File: config.mk
export PLATFORM = sky130hd
export DESIGN_NAME = collision_judge
export DESIGN_NICKNAME = d
export VERILOG_FILES = /design/src/rtl/collision_judge.sv
export SDC_FILE = /design/constraint.sdc
export NUM_CORES = 1
export LEC_CHECK = 0
export ABC_AREA = 1
export CORE_AREA = 2 2 133 135
export CTS_BUF_LIST = sky130_fd_sc_hd__clkbuf_8
export CTS_CLUSTER_DIAMETER = 100
export DETAILED_ROUTE_END_ITERATION = 8
export DIE_AREA = 0 0 135 137
export PLACE_DENSITY = 0.6
export SLEW_MARGIN = 20
export SYNTH_ARGS = -nofsm -noshare
export SYNTH_HDL_FRONTEND = slang
export SYNTH_SLANG_ARGS = --single-unit
File: constraint.sdc
create_clock -name clk -period 5.4 [get_ports clk]
set_input_delay 1.08 -clock clk [delete_from_list [all_inputs] [get_ports clk]]
set_output_delay 1.08 -clock clk [all_outputs]
set_load 0.05 [all_outputs]
File: src/rtl/collision_judge.sv
// collision_judge: per-frame AABB collision check of the dino against three
// danger slots, run/game-over state machine and saturating BCD survival score.
module collision_judge #(
  parameter int unsigned DINO_X = 50,
  parameter int unsigned DINO_W = 20,
  parameter int unsigned DINO_H = 22
) (
  input  logic        clk,
  input  logic        rst,
  input  logic        game_tick,
  input  logic        start,
  input  logic [8:0]  dino_pos,
  input  logic [8:0]  danger_pos1,
  input  logic [8:0]  danger_pos2,
  input  logic [8:0]  danger_pos3,
  input  logic [2:0]  danger_type1,
  input  logic [2:0]  danger_type2,
  input  logic [2:0]  danger_type3,
  input  logic        danger_en1,
  input  logic        danger_en2,
  input  logic        danger_en3,
  output logic        running,
  output logic        game_over,
  output logic [2:0]  hit_slot,
  output logic [15:0] score_bcd,
  output logic        frame_done
);

  localparam int unsigned PW = 9;   // input coordinate width
  localparam int unsigned CW = 10;  // overlap arithmetic width, wide enough to never wrap
  localparam int unsigned TW = 3;
  localparam int unsigned NS = 3;   // number of danger slots

  localparam logic [TW-1:0] T_LOW_BIRD    = 3'd0;
  localparam logic [TW-1:0] T_HIGH_BIRD   = 3'd1;
  localparam logic [TW-1:0] T_SMALL_CACTI = 3'd2;
  localparam logic [TW-1:0] T_MANY_CACTI  = 3'd3;
  localparam logic [TW-1:0] T_BIG_CACTUS  = 3'd4;

  typedef enum logic [1:0] {IDLE, RUN, CHK, OVER} state_t;

  state_t        state, state_n;
  logic [1:0]    idx, idx_n;
  logic [NS-1:0] acc, acc_n;
  logic [NS-1:0] hit_slot_n;
  logic [15:0]   score_n;
  logic          frame_done_n, running_n, game_over_n;
  logic          snap_load;

  logic [PW-1:0] snap_dino;
  logic [PW-1:0] snap_pos  [NS];
  logic [TW-1:0] snap_type [NS];
  logic [NS-1:0] snap_en;

  logic [PW-1:0] cur_pos;
  logic [TW-1:0] cur_type;
  logic          cur_en;
  logic [CW-1:0] box_w, box_top, box_bot;
  logic          box_valid;
  logic [CW-1:0] px, px_right, dy, dy_bot;
  logic          slot_hit;

  // Saturating 4-digit BCD increment.
  function automatic logic [15:0] bcd_inc(input logic [15:0] v);
    logic [15:0] r;
    logic        carry;
    r     = v;
    carry = 1'b1;
    for (int i = 0; i < 4; i++) begin
      if (carry) begin
        if (r[i*4 +: 4] == 4'd9) begin
          r[i*4 +: 4] = 4'd0;
        end else begin
          r[i*4 +: 4] = r[i*4 +: 4] + 4'd1;
          carry       = 1'b0;
        end
      end
    end
    if (v == 16'h9999) r = v;
    return r;
  endfunction

  // Snapshot of all object inputs, taken on the accepted frame tick.
  always_ff @(posedge clk) begin
    if (rst) begin
      snap_dino <= '0;
      snap_en   <= '0;
      for (int i = 0; i < int'(NS); i++) begin
        snap_pos[i]  <= '0;
        snap_type[i] <= '0;
      end
    end else if (snap_load) begin
      snap_dino    <= dino_pos;
      snap_pos[0]  <= danger_pos1;
      snap_pos[1]  <= danger_pos2;
      snap_pos[2]  <= danger_pos3;
      snap_type[0] <= danger_type1;
      snap_type[1] <= danger_type2;
      snap_type[2] <= danger_type3;
      snap_en      <= {danger_en3, danger_en2, danger_en1};
    end
  end

  // Box decode and inclusive overlap test of the slot selected by idx.
  always_comb begin
    case (idx)
      2'd0:    begin cur_pos = snap_pos[0]; cur_type = snap_type[0]; cur_en = snap_en[0]; end
      2'd1:    begin cur_pos = snap_pos[1]; cur_type = snap_type[1]; cur_en = snap_en[1]; end
      default: begin cur_pos = snap_pos[2]; cur_type = snap_type[2]; cur_en = snap_en[2]; end
    endcase

    box_w     = CW'(1);
    box_top   = '0;
    box_bot   = '0;
    box_valid = 1'b1;
    case (cur_type)
      T_LOW_BIRD:    begin box_w = CW'(20); box_top = CW'(192); box_bot = CW'(207); end
      T_HIGH_BIRD:   begin box_w = CW'(20); box_top = CW'(170); box_bot = CW'(185); end
      T_SMALL_CACTI: begin box_w = CW'(10); box_top = CW'(202); box_bot = CW'(221); end
      T_MANY_CACTI:  begin box_w = CW'(26); box_top = CW'(202); box_bot = CW'(221); end
      T_BIG_CACTUS:  begin box_w = CW'(14); box_top = CW'(192); box_bot = CW'(221); end
      default:       box_valid = 1'b0;
    endcase

    px       = CW'(cur_pos);
    px_right = px + box_w - CW'(1);
    dy       = CW'(snap_dino);
    dy_bot   = dy + CW'(DINO_H - 1);
    slot_hit = box_valid && cur_en &&
               (px <= CW'(DINO_X + DINO_W - 1)) && (CW'(DINO_X) <= px_right) &&
               (box_top <= dy_bot) && (dy <= box_bot);
  end

  // Next-state and next-output logic of the run/check/game-over machine.
  always_comb begin
    state_n      = state;
    idx_n        = idx;
    acc_n        = acc;
    hit_slot_n   = hit_slot;
    score_n      = score_bcd;
    frame_done_n = 1'b0;
    snap_load    = 1'b0;

    case (state)
      IDLE: begin
        if (start) state_n = RUN;
      end
      RUN: begin
        if (game_tick) begin
          state_n   = CHK;
          idx_n     = 2'd0;
          acc_n     = '0;
          snap_load = 1'b1;
        end
      end
      CHK: begin
        acc_n = acc | (NS'(slot_hit) << idx);
        if (idx == 2'd2) begin
          idx_n        = 2'd0;
          frame_done_n = 1'b1;
          if (|acc_n) begin
            state_n    = OVER;
            hit_slot_n = acc_n;
          end else begin
            state_n = RUN;
            score_n = bcd_inc(score_bcd);
          end
        end else begin
          idx_n = idx + 2'd1;
        end
      end
      OVER: begin
        if (start) begin
          state_n    = RUN;
          score_n    = '0;
          hit_slot_n = '0;
          acc_n      = '0;
        end
      end
      default: state_n = IDLE;
    endcase

    running_n   = (state_n == RUN) || (state_n == CHK);
    game_over_n = (state_n == OVER);
  end

  // State, scan position, accumulator and registered outputs.
  always_ff @(posedge clk) begin
    if (rst) begin
      state      <= IDLE;
      idx        <= '0;
      acc        <= '0;
      running    <= 1'b0;
      game_over  <= 1'b0;
      hit_slot   <= '0;
      score_bcd  <= '0;
      frame_done <= 1'b0;
    end else begin
      state      <= state_n;
      idx        <= idx_n;
      acc        <= acc_n;
      running    <= running_n;
      game_over  <= game_over_n;
      hit_slot   <= hit_slot_n;
      score_bcd  <= score_n;
      frame_done <= frame_done_n;
    end
  end

endmodule

# ---- Word-level counts from Yosys, hierarchy flattened
# Memories as Yosys holds them, arrays and structs flattened.
# Cells that the tools add are included.
dict set report totals {
  out_inout_bits 22
  wordCells 150
  in_bits 52
  regBits 41
  n_memories 2
  ramBits 36
}
# name depth width read_ports rd_clocked_by_memory_dff write_ports line_no
set mem_list {}
lappend mem_list {snap_pos 3 9 3 0 3 51} ;# logic [PW-1:0] snap_pos [NS];
lappend mem_list {snap_type 3 3 3 0 3 52} ;# logic [TW-1:0] snap_type [NS];
dict set report op_classes {
  n_eq_ne 26
  n_bitwise 8
  shifts 1
  order_cmp 4
  n_reduce_logical 27
  add_sub_neg 8
  mux 61
}
# op n
set ops {}
lappend ops {{$mux W16} 4}
lappend ops {{$pmux W8 S3} 2}
lappend ops {{$pmux W16 S2} 1}
lappend ops {{$mux W4} 7}
lappend ops {{$mux W9} 3}
lappend ops {{$mux W1} 23}
lappend ops {{$mux W3} 7}
lappend ops {{$pmux W5 S4} 1}
lappend ops {{$ne A2 B2 Y1 const B} 9}
lappend ops {{$pmux W9 S2} 1}
lappend ops {{$reduce_and A6 Y1} 3}
lappend ops {{$add A4 B1 Y4 const B} 4}
lappend ops {{$eq A16 B16 Y1 const B} 1}
lappend ops {{$eq A4 B4 Y1 const B} 4}
lappend ops {{$mux W2} 6}
lappend ops {{$pmux W3 S2} 2}
lappend ops {{$add A9 B10 Y10} 1}
lappend ops {{$add A9 B5 Y10 const B} 1}
lappend ops {{$eq A2 B2 Y1 const B} 5}
lappend ops {{$le A10 B10 Y1} 1}
lappend ops {{$le A6 B10 Y1 const A} 1}
lappend ops {{$le A9 B10 Y1} 1}
lappend ops {{$reduce_or A2 Y1} 5}
lappend ops {{$sub A10 B1 Y10 const B} 1}
lappend ops {{other kinds (26)} 41}

# ---- Logic depth before layout (Yosys ltp)
dict set report depth {
  ltp_word 30
  ltp_mapped 31
  ltp_nobuf 31
}

# ---- Least setup slack after synthesis
# No wires, ideal clock.
dict set report synth_timing {
  path_type {register to register}
  startpoint {reg idx[0]}
  endpoint {reg running}
  arrival_time_ns 3.698
  stages_incl_launch_ff 31
  period_less_slack_ns 3.825
  slack_ns 1.575
  cell_sequence {dfxtp_1 inv_4 nor2_4 nand2_1 nand2_1 nor2_4 inv_2 nand2_4 o21ai_0 ha_1 inv_1 ha_1 inv_1 fa_1 o21ai_0 nand3_1 nand2_1 xor2_1 nor2_1 nand2_1 nand3_1 nand2_1 nor2_2 nand2_1 nand4_1 nand2_1 nand2_1 inv_1 ha_1 inv_1 nor2_1}
}
dict set report synth_via {
  elab_chain_cells 19
  word_cells_on_any_way 40
  classes_between {add/sub (2); order compare (4); eq/ne (8); shift (1); mux (10); bitwise (1); reduce/logical (14)}
}
# element line_no
set synth_lines {}
lappend synth_lines {{start: declaration} 43} ;# logic [1:0] idx, idx_n;
lappend synth_lines {{start signal: assignment} 200} ;# idx <= idx_n;
lappend synth_lines {{$eq A2 B1 Y1 or $logic_not A2 Y1 (tied branches)} 106} ;# case (idx)
lappend synth_lines {{$pmux W3 S2} 106}
lappend synth_lines {{$eq A3 B1 Y1 or $logic_not A3 Y1 (tied branches)} 116} ;# case (cur_type)
lappend synth_lines {{$reduce_or A2 Y1 (no line)} n/a}
lappend synth_lines {{$pmux W5 S4} 116}
lappend synth_lines {{$add A9 B10 Y10} 126} ;# px_right = px + box_w - CW'(1);
lappend synth_lines {{$sub A10 B1 Y10} 126}
lappend synth_lines {{$le A6 B10 Y1} 130} ;# (px <= CW'(DINO_X + DINO_W - 1)) && (CW'(DINO_X) <= px_right) &&
lappend synth_lines {{[5 not listed]} n/a}
lappend synth_lines {{$reduce_or A3 Y1} 161} ;# if (|acc_n) begin
lappend synth_lines {{$mux W2} 161}
lappend synth_lines {{$mux W2 *} 158} ;# if (idx == 2'd2) begin
lappend synth_lines {{$pmux W2 S3 *} 144} ;# case (state)
lappend synth_lines {{via state_n[1]} 42} ;# state_t state, state_n;
lappend synth_lines {{$eq A2 B1 Y1 or $eq A2 B2 Y1 (tied branches)} 183} ;# running_n = (state_n == RUN) || (state_n == CHK);
lappend synth_lines {{$logic_or A1 B1 Y1 *} 183}
lappend synth_lines {{via running_n} 47} ;# logic frame_done_n, running_n, game_over_n;
lappend synth_lines {{end signal: assignment} 202} ;# running <= running_n;
lappend synth_lines {{end: declaration} 22} ;# output logic running,
# The timed path passes the listed nets; every way through them passes the cells marked *.
# A chain may end at the register's enable or synchronous reset.

# ---- Final worst setup path
dict set report layout_timing {
  startpoint {reg idx[1]}
  endpoint {reg running}
}
# Same word-level chain as after synthesis.

==> results.json <==
{
  "synth_area_mm2": 0.00506,
  "drive_gt1_share_pct": 6.23,
  "worst_slack_ns": 0.825,
  "finalWirelength_um": 11500,
  "antenna_found_initial": 0,
  "pin_count": 74,
  "fill_cells": 1844,
  "final_cell_mix": "inv_1, nand2_1, nor2_1",
  "die_area_mm2": 0.0185,
  "finalMaxSlewViolations": 0,
  "core-area_mm2": 0.0171,
  "cp_data_arrival_time_ns": 4.83,
  "track_usage_pct": 13.2,
  "status": "finished clean",
  "multiInputGateArea_mm2": 0.00256,
  "cts.sinks": 77,
  "tritoncts": "built",
  "setup_tns_ns": 0,
  "remaining_drc_errors": 0,
  "cts-hold-fix-buffers": 0,
  "crit_top_cell": "nand2_1",
  "slew_headroom_pct": 66.5,
  "maxCapViolations": 0,
  "hold_violations": 0,
  "htree_levels": 3,
  "num_rows": 48,
  "seq_area_mm2": 0.00190,
  "cts_buffer_depth": 2,
  "grt_pass1_wl_um": 19100,
  "startpoint_type": "flop",
  "grt.overflow.total": 0,
  "period_minus_slack_ns": 4.57,
  "portBuffers": 73,
  "cts_buffers": 9,
  "ys_ff_latch": 77,
  "ant_nets": 0,
  "drt_iter0_drc": 197,
  "cpMaxStageDelayCell": "dfxtp_1",
  "die_x_um": 135,
  "clk_latency_ns": 0.38,
  "grt_pass1_vias": 4009,
  "synth_nets": 788,
  "power_density_mw_per_mm2": 377,
  "worstSetupPathType": "flop to flop",
  "routed-via-count": 4307,
  "fmax_mhz": 219,
  "vias_per_cell": 4.33,
  "final_nets": 860,
  "worst_ep_required_time_ns": 5.65,
  "clk_pin_slew_ns": 0.08,
  "holdPathStages": 2,
  "synthCells": 693,
  "diodes": 0,
  "r2r_cells": 28,
  "area_delta_synth_final_pct": 22.7,
  "finalCritPeriodShare_pct": 84.7,
  "synth.avg_cell_area_um2": 7.30,
  "gp_congestion": 0.842,
  "yosys_warnings": 0,
  "pre_cts_ws_ns": 0.848,
  "dr.pass1.iters": 5,
  "clockRootBuffer": "clkbuf_8",
  "start_util_pct": 29.7,
  "wire_per_inst_um": 11.6,
  "grt_max_degree": 37,
  "skew_ns": 0.0110,
  "final_common_cell": "inv_1",
  "ir_worst_vdd_mv": 0.116,
  "seq_area_frac_synth_pct": 37.6,
  "hp-class": "flop to flop",
  "die_y_um": 137,
  "post-cts-setup-buffers": 0,
  "leakage_nw": 2.94,
  "critPathMaxStageDelay_ns": 0.62,
  "rsz0062_at_grt": "no",
  "post_cts_resized": 0,
  "dp_hpwl_um": 8890,
  "crit_fanout": 13,
  "setup_viol": 0,
  "tightest_slew_ns": 0.501,
  "synth.distinct_cells": 39,
  "worstSetupEndpointType": "flop"
}
## cells by family after synthesis
logic type	Yosys count	synth area share, %
and+or+nand+nor	339	29.8
adders and majority gates	43	10.8
AOI/OAI and AO/OA	72	8.08
xor gates and xnor gates	11	1.90
DFF	77	37.6
buffers and inverters	151	11.9
## layout make-up
type,instances,share of cell area [%]
repair buffers,76,12.1
multi-input cells,465,41.2
inverters,136,8.26
flip-flops and latches,77,30.6
clock inverters,6,1.01
well taps,225,4.53
clock buffers,10,2.22
## registers in the layout, summed over array words and instances, names as in the netlist
signal / cells
score_bcd: 16
snap_dino: 9
hit_slot: 3
snap_en: 3
snap_pos: 27
idx: 2
frame_done: 1
game_over: 1
acc: 3
snap_type: 9
state: 2
running: 1
## per-layer routing
layer | vias up | wire length, um | GRT usage, %
met5 | - | 0 | 0
met4 | 0 | 203 | 5.56
met3 | 13 | 391 | 2.37
met2 | 58 | 4990 | 20.1
met1 | 1909 | 5950 | 18.2
li1 | 2327 | - | -
## power by group
group	internal [W]	switching [W]
logic	0.000411	0.000705
registers	0.000702	0.0000693
clock network	0.000226	0.000227
total	0.00134	0.00100
## cell usage after synthesis
library cell,n,area (um^2)
a211oi_1,2,15.0
a21boi_0,1,7.51
a21oi_1,33,165
a21oi_2,2,17.5
a221oi_1,1,8.76
a31oi_1,1,6.26
a31oi_2,1,12.5
buf_1,1,3.75
buf_2,1,5.00
buf_6,4,45.0
clkbuf_1,9,33.8
dfxtp_1,41,821
edfxtp_1,36,1080
fa_1,1,20.0
ha_1,42,526
inv_1,133,499
inv_2,2,7.51
inv_4,1,6.26
nand2_1,134,503
nand2_2,1,6.26
nand2_4,5,56.3
nand3_1,53,265
nand3_2,3,30.0
nand3b_1,4,30.0
nand4_1,9,56.3
nor2_1,103,387
nor2_2,7,43.8
nor2_4,3,33.8
nor3_1,11,55.1
nor3_2,1,10.0
o21a_1,3,22.5
o21ai_0,22,110
o21ai_1,2,10.0
o21bai_1,1,7.51
o221ai_1,1,8.76
o22a_1,2,17.5
or2_2,5,31.3
xnor2_1,3,26.3
xor2_1,8,70.1
## per-stage QoR
step | area (um^2) | std cells | total power, W | hold slack, ns | utilization, %
after detailed placement | 6010 | 979 | 0.00190 | 0.463 | 35.2
final | 6210 | 995 | 0.00234 | 0.475 | 36.4
after global placement | 6010 | 979 | 0.00190 | 0.459 | 35.2
after CTS | 6210 | 995 | 0.00237 | 0.476 | 36.4
after floorplan | 5060 | 693 | 0.00162 | 0.444 | -
after global routing | 6210 | 995 | 0.00256 | 0.503 | 36.4
## worst max-delay path: cells and delay by family (launching register included)
family	cells	cell delay [ns]
AOI/OAI and AO/OA	2	0.60
adders and majority gates	4	1.13
buffers and inverters	6	0.57
DFF	1	0.62
and+or+nand+nor	16	1.54
## final timing paths
| kind | slack, ns | end | start |
|---|---|---|---|
| min | 0.48 | acc[0] | acc[0] |
| max | 0.83 | running | idx[1] |
| min reg2reg | 0.48 | acc[0] | acc[0] |
| max reg2reg | 0.83 | running | idx[1] |
Power figures use the tool's default switching activity.
